File: config.mk
export PLATFORM = sky130hd
export DESIGN_NAME = y86_fetch_queue
export DESIGN_NICKNAME = d
export VERILOG_FILES = /design/src/rtl/y86_fetch_queue.sv
export SDC_FILE = /design/constraint.sdc
export NUM_CORES = 2
export LEC_CHECK = 0
export CAP_MARGIN = 30
export CORE_MARGIN = 8
export CORE_UTILIZATION = 62
export DETAILED_ROUTE_END_ITERATION = 8
export GPL_TIMING_DRIVEN = 0
export HOLD_SLACK_MARGIN = 0.15
export PLACE_DENSITY_LB_ADDON = 0.2
export REMOVE_ABC_BUFFERS = 1
export SYNTH_ARGS = -nofsm -noshare
export SYNTH_HDL_FRONTEND = slang
export SYNTH_SLANG_ARGS = --single-unit
File: constraint.sdc
create_clock -name clk -period 12.27 [get_ports clk]
set_input_delay 3.681 -clock clk [delete_from_list [all_inputs] [get_ports clk]]
set_output_delay 3.681 -clock clk [all_outputs]
set_load 0.01 [all_outputs]
File: src/rtl/y86_fetch_queue.sv
// y86_fetch_queue: byte-addressed program memory feeding a circular byte queue,
// with one length-decoded Y86 instruction presented at a time on valid/ready.
// Supports PC redirection and stops after a HALT instruction is accepted.
module y86_fetch_queue #(
   parameter int MEM_BYTES   = 128,
   parameter int FETCH_BYTES = 2,
   parameter int QUEUE_BYTES = 16
) (
   input  logic        clk,
   input  logic        rst_n,
   input  logic        load_en,
   input  logic [63:0] load_addr,
   input  logic [7:0]  load_data,
   input  logic        redirect_valid,
   input  logic [63:0] redirect_pc,
   output logic        out_valid,
   input  logic        out_ready,
   output logic [79:0] out_instr,
   output logic [63:0] out_pc,
   output logic [3:0]  out_len,
   output logic [1:0]  out_err,
   output logic        halted
);

   localparam int          AW      = $clog2(MEM_BYTES);
   localparam int          HW      = $clog2(QUEUE_BYTES);
   localparam int          CW      = $clog2(QUEUE_BYTES + 1);
   localparam int unsigned QB      = QUEUE_BYTES;
   localparam int unsigned FB      = FETCH_BYTES;
   localparam logic [63:0] MEM_END = 64'(MEM_BYTES);

   typedef enum logic {
      RUN,
      HALTED
   } state_t;

   state_t         state;
   state_t         state_next;

   logic [7:0]     mem  [MEM_BYTES];
   logic [7:0]     qbuf [QUEUE_BYTES];
   logic [HW-1:0]  head;
   logic [CW-1:0]  count;
   logic [63:0]    fetch_ptr;
   logic [63:0]    head_pc;

   logic [7:0]     win [10];
   logic [3:0]     icode;
   logic [3:0]     dec_len;
   logic           have_all;
   logic           at_end;
   logic           pop;
   logic           halt_pop;
   logic [CW-1:0]  pop_bytes;
   int unsigned    free_bytes;
   int unsigned    fill_n;
   logic [7:0]     fill_byte [FETCH_BYTES];

   // Queue slot index for a byte at offset 'off' from slot 'base', wrapping around the ring.
   function automatic logic [HW-1:0] qidx(input int unsigned base, input int unsigned off);
      return HW'((base + off) % QB);
   endfunction

   assign at_end = (fetch_ptr >= MEM_END);

   // Program memory write port; deliberately independent of reset so a program can be loaded while held in reset.
   always_ff @(posedge clk) begin
      if (load_en && (load_addr < MEM_END)) begin
         mem[load_addr[AW-1:0]] <= load_data;
      end
   end

   // State register: reset returns to RUN, otherwise follow the next-state logic.
   always_ff @(posedge clk) begin
      if (!rst_n) begin
         state <= RUN;
      end else begin
         state <= state_next;
      end
   end

   // Next state: a redirect always restarts fetching, an accepted HALT stops it.
   always_comb begin
      state_next = state;
      if (redirect_valid) begin
         state_next = RUN;
      end else if ((state == RUN) && halt_pop) begin
         state_next = HALTED;
      end
   end

   // Output decode: window the head bytes, decode the length from the head icode and qualify validity.
   always_comb begin
      for (int k = 0; k < 10; k++) begin
         win[k] = (CW'(k) < count) ? qbuf[qidx(32'(head), k)] : 8'h00;
      end
      icode = win[0][7:4];
      case (icode)
         4'h0, 4'h1, 4'h9:       dec_len = 4'd1;
         4'h2, 4'h6, 4'hA, 4'hB: dec_len = 4'd2;
         4'h7, 4'h8:             dec_len = 4'd9;
         4'h3, 4'h4, 4'h5:       dec_len = 4'd10;
         default:                dec_len = 4'd1;
      endcase
      have_all  = (count >= CW'(dec_len));
      out_valid = 1'b0;
      out_err   = 2'd0;
      if (state == RUN) begin
         if (have_all) begin
            out_valid = 1'b1;
            out_err   = (icode >= 4'hC) ? 2'd1 : 2'd0;
         end else if (at_end) begin
            out_valid = 1'b1;
            out_err   = 2'd2;
         end
      end
      out_len   = dec_len;
      out_pc    = head_pc;
      halted    = (state == HALTED);
      out_instr = '0;
      for (int k = 0; k < 10; k++) begin
         out_instr[8*(9-k) +: 8] = (4'(k) < dec_len) ? win[k] : 8'h00;
      end
   end

   // Pop and fill sizing: a same-cycle pop frees room, and fill stops at the memory end or on redirect/halt/reset.
   always_comb begin
      pop        = out_valid & out_ready;
      pop_bytes  = have_all ? CW'(dec_len) : count;
      halt_pop   = pop && (out_err == 2'd0) && (icode == 4'h0);
      free_bytes = QB - 32'(count) + (pop ? 32'(pop_bytes) : 32'd0);
      fill_n     = FB;
      if (free_bytes < fill_n) begin
         fill_n = free_bytes;
      end
      if (at_end) begin
         fill_n = 0;
      end else if ((MEM_END - fetch_ptr) < 64'(fill_n)) begin
         fill_n = 32'(MEM_END - fetch_ptr);
      end
      if (!rst_n || redirect_valid || (state != RUN) || halt_pop) begin
         fill_n = 0;
      end
      for (int i = 0; i < FETCH_BYTES; i++) begin
         fill_byte[i] = mem[fetch_ptr[AW-1:0] + AW'(i)];
      end
   end

   // Queue storage: append the fetched bytes behind the current tail; contents need no reset because count guards them.
   always_ff @(posedge clk) begin
      for (int i = 0; i < FETCH_BYTES; i++) begin
         if (32'(i) < fill_n) begin
            qbuf[qidx(32'(head), 32'(count) + 32'(i))] <= fill_byte[i];
         end
      end
   end

   // Queue pointers and PCs: reset, then redirect, then the normal pop/fill bookkeeping while running.
   always_ff @(posedge clk) begin
      if (!rst_n) begin
         count     <= '0;
         head      <= '0;
         fetch_ptr <= '0;
         head_pc   <= '0;
      end else if (redirect_valid) begin
         count     <= '0;
         head      <= '0;
         fetch_ptr <= redirect_pc;
         head_pc   <= redirect_pc;
      end else if (state == RUN) begin
         if (halt_pop) begin
            count   <= '0;
            head_pc <= head_pc + 64'(dec_len);
         end else begin
            if (pop) begin
               head    <= qidx(32'(head), 32'(pop_bytes));
               head_pc <= head_pc + 64'(dec_len);
            end
            count     <= count - (pop ? pop_bytes : '0) + CW'(fill_n);
            fetch_ptr <= fetch_ptr + 64'(fill_n);
         end
      end
   end

endmodule

==> summary.md <==
| Metric | Value |
|---|---|
| Routed length on met2 | `about 110,000 um` |
| Final setup viols | `0` |
| Min Clock Period, post-route | `11.54 ns` |
| Synthesized cell area | `~71,000 um^2` |
| Fillcell total | `between 6k and 7k` |
| Largest family of logic cells by synthesized area | `multiplexers` |
| Clock Power Share | `27.5%` |
| I/O Buffers | `just under 300` |
| Count of different cell masters after synthesis | `85` |
| Type of the tightest min-delay check | `reg -> reg` |
| Hold_buf cts | `0` |
| Number of iterations in the first detailed-routing pass | `6` |
| CTS H-tree lvls | `4` |
| Synth area leader | `edfxtp_1` |
| Arr. time, crit path | `between 10 and 15 ns` |
| Setup repair after global routing missed its margin | `false` |
| Final-stage net count | `4,825` |
| Top layer in use | `met5` |
| Synth Area in Compound Gates | `4.29%` |
| Gate power share | `37.9%` |
| Fmax | `0.0867 GHz` |
| Simple-gate share of the synthesized area | `5.96%` |
| Worst-path clk slew | `approximately 0.060 ns` |
| Worst-path maximum fanout | `31` |
| CP startpoint kind | `register` |
| Flop pwr share | `34.6%` |
| Sw frac | `33.5%` |
| Asr flop ratio synth | `0%` |
| Register bit total from synthesis | `about 1.3k` |
| Warnings, synthesis | `0` |
| Max-cap violations | `0` |
| Syn avg cell area | `16.4 um^2` |
| Starting Density | `between 60 and 70%` |
| Fin crit share | `94.0%` |
| Area growth, synth to finish | `14.6%` |
| Clock buffer depth | `3` |
| Clk_skew | `0.0286 ns` |
| Cell Pwr Density | `185 nW/um^2` |
| DR WL met3 | `25,600 um` |
| Synth top area cells | `edfxtp_1 (49%), mux4_2 (29%), dfxtp_1 (4.2%)` |
| CTS buffer count | `137` |
| Post-DRT Antenna Nets | `0` |
| P_leak | `25.1 nW` |
| Clk root buf | `clkbuf_16` |
| Total Routing Usage GR | `34.4%` |
| FP Rows | `124` |
| Core area | `114,000 um^2` |
| Wire length on met1 | `between 70,000 and 80,000 um` |
| Critical Path Sink Type | `register` |
| DRT Wirelength | `between 200,000 and 250,000 um` |
| Number of flops mapped to enable cells by yosys | `1,152` |
| Die Y | `355 um` |
| DIE WIDTH | `355 um` |
| Post-synth top area share | `48.6%` |
| Worst slew pin tran | `around 1.1 ns` |
| Clk sinks | `approximately 1.3k` |
| Crit-path max cell delay | `0.65 ns` |
| Slowest CP cell | `mux4_2` |
| Io pins | `293` |
| Vias per inst | `7.53` |
| Initial antenna violation count | `6` |
| Max-slew headroom | `26.8%` |
| Initial DRC Count | `6,890` |
| CTS tree | `done` |
| Largest net degree at the start of global routing | `110` |
| Most common cell in the synthesized netlist | `edfxtp_1` |
| Net Sw Power | `0.00507 W` |
| Sequential share of the synthesized area | `about 53%` |
| Clock latency on the worst-skew pair | `0.77 ns` |
| Global route overflow | `0` |
| Share of post-route cells with drive strength above 1 | `28.5%` |
| Worst Setup Path Type | `reg -> reg` |
| Critical path data required time | `12.94 ns` |
| Cells after synthesis | `4,352` |
| Final Hold Vio Count | `0` |
| Via count | `46.9k` |
| Post-synth top flop | `edfxtp_1` |
| Die area | `126,000 um^2` |
| Peak VDD IR | `0.163 mV` |
| Routed len/inst | `35.2 um` |
| Vias in the first global route | `about 47k` |
| # DRC | `0` |
| Routability congestion estimate | `0.882` |
| Mux cell area share after synthesis | `between 30% and 40%` |
| First-pass GRT wire length | `321,000 um` |
| Worst Hold Slack | `slightly above 0.5 ns` |
| Internal Pwr Total | `about 0.01 W` |
| Synth Area in XOR/XNOR | `1.95%` |
| Dpl hpwl | `144,000 um` |
| Synth Area in Adders | `1.51%` |
| Pwr Total | `0.0151 W` |
| Slew Limit Fails | `0` |
| Most used cell, CP | `ha_1` |
| Outcome | `complete, no violations` |
| Top post-synthesis cells by count | `edfxtp_1 (1,152), mux4_2 (903), nor2_1 (258), clkbuf_1 (223), mux2i_1 (162)` |
-- sequential cells by signal (all words and copies together), names as in the netlist, named ones only --
| name | count |
|---|---|
| fetch_ptr | 64 |
| halted | 1 |
| count | 5 |
| out_pc | 64 |
| qbuf | 128 |
| mem | 1024 |
| head | 4 |
-- power by group through the flow --
stage	clock, W	combinational [W]	sequential (W)
2_1_floorplan	0	0.00406	0.00543
4_1_cts	0.00417	0.00560	0.00524
3_5_place_dp	0	0.00549	0.00533
5_1_grt	0.00431	0.00602	0.00526
3_3_place_gp	0	0.00569	0.00562
6_report	0.00416	0.00572	0.00524
-- cell type report --
cell class,instances,area (um^2),share of cell area [%]
inverter,65,249,0.305
clock buffer,167,3610,4.43
sequential,1301,37600,46.1
timing repair buffer,410,4960,6.08
antenna,1,2.50,0.00307
clock inverter,80,808,0.990
tap,1512,1890,2.32
multi-input combinational,2689,32500,39.8
-- layout by cell type, fill, tap and decap left out, drive strengths merged, types with 10 or more instances in the layout --
master            n
inv              72
conb             32
dfxtp           149
fa               10
a31oi            45
o2111ai          10
and2             25
buf             128
and3             25
xnor2            91
or2              15
a21o             30
clkinv           58
o22ai            18
nand3            72
o21a             14
nand4            32
nor3             46
xor2             68
clkbuf          167
nor2b            87
edfxtp         1152
mux2             23
ha               70
nor4             30
mux4            903
nor2            258
a21oi           148
mux2i           162
o21ai           118
nand2b           11
bufinv           11
or4              23
clkdlybuf4s50   282
a211oi           33
or3              34
nand2           149
-- layer usage --
layer / global-route usage, % / vias up
met5: 0 / -
met4: 17.8 / 2
met3: 7.34 / 710
met2: 56.2 / 3703
met1: 43.6 / 23900
li1: - / 18600
-- metrics by stage --
step	cell area [um^2]	std cells	setup TNS, ns	setup WS (ns)	util, %
6_report	81600	6225	0	0.735	71.5
5_1_grt	81600	6224	0	0.0548	71.5
4_1_cts	81500	6219	0	0.0160	71.4
3_5_place_dp	77000	5967	-21.37	-0.856	67.4
3_3_place_gp	74800	5857	-6206.98	-20.87	65.5
2_1_floorplan	70000	4054	-2501.08	-9.55	-
-- kinds of logic (layout without fill, tap and decap cells) --
group,count (synthesis),count (layout)
DFF,1301,1301
and+or+nand+nor,838,838
adders and majority gates,80,80
xor gates and xnor gates,159,159
buffers and inverters,393,722
AOI/OAI and AO/OA,491,492
other,2,33
muxes,1088,1088
-- critical path: cells and delay by family (launching register included) --
family                     cells  cell delay, ns
AOI/OAI and AO/OA             15            4.21
adders and majority gates      4            1.11
buffers and inverters          5            0.99
DFF                            1            0.37
muxes                          3            1.55
and+or+nand+nor               13            3.15
-- timing repair --
action / CTS / global route
gates resized for setup: 4 / 11
gates cloned: 1 / 0
endpoints found under the setup margin: 41 / 41
buffers inserted: 4 / 1
pin swaps: 2 / 1
-- worst paths after layout --
path	start	to	slack, ns	depth (start not counted)
max reg2reg	register	fetch_ptr[63]$_SDFFE_PN0P_	0.73	40
min	out_pc[0]$_SDFFE_PN0P_	out_pc[0]$_SDFFE_PN0P_	0.50	2
max	register	fetch_ptr[63]$_SDFFE_PN0P_	0.73	40
min reg2reg	out_pc[0]$_SDFFE_PN0P_	out_pc[0]$_SDFFE_PN0P_	0.50	2
(Power assumes the default switching activity.)
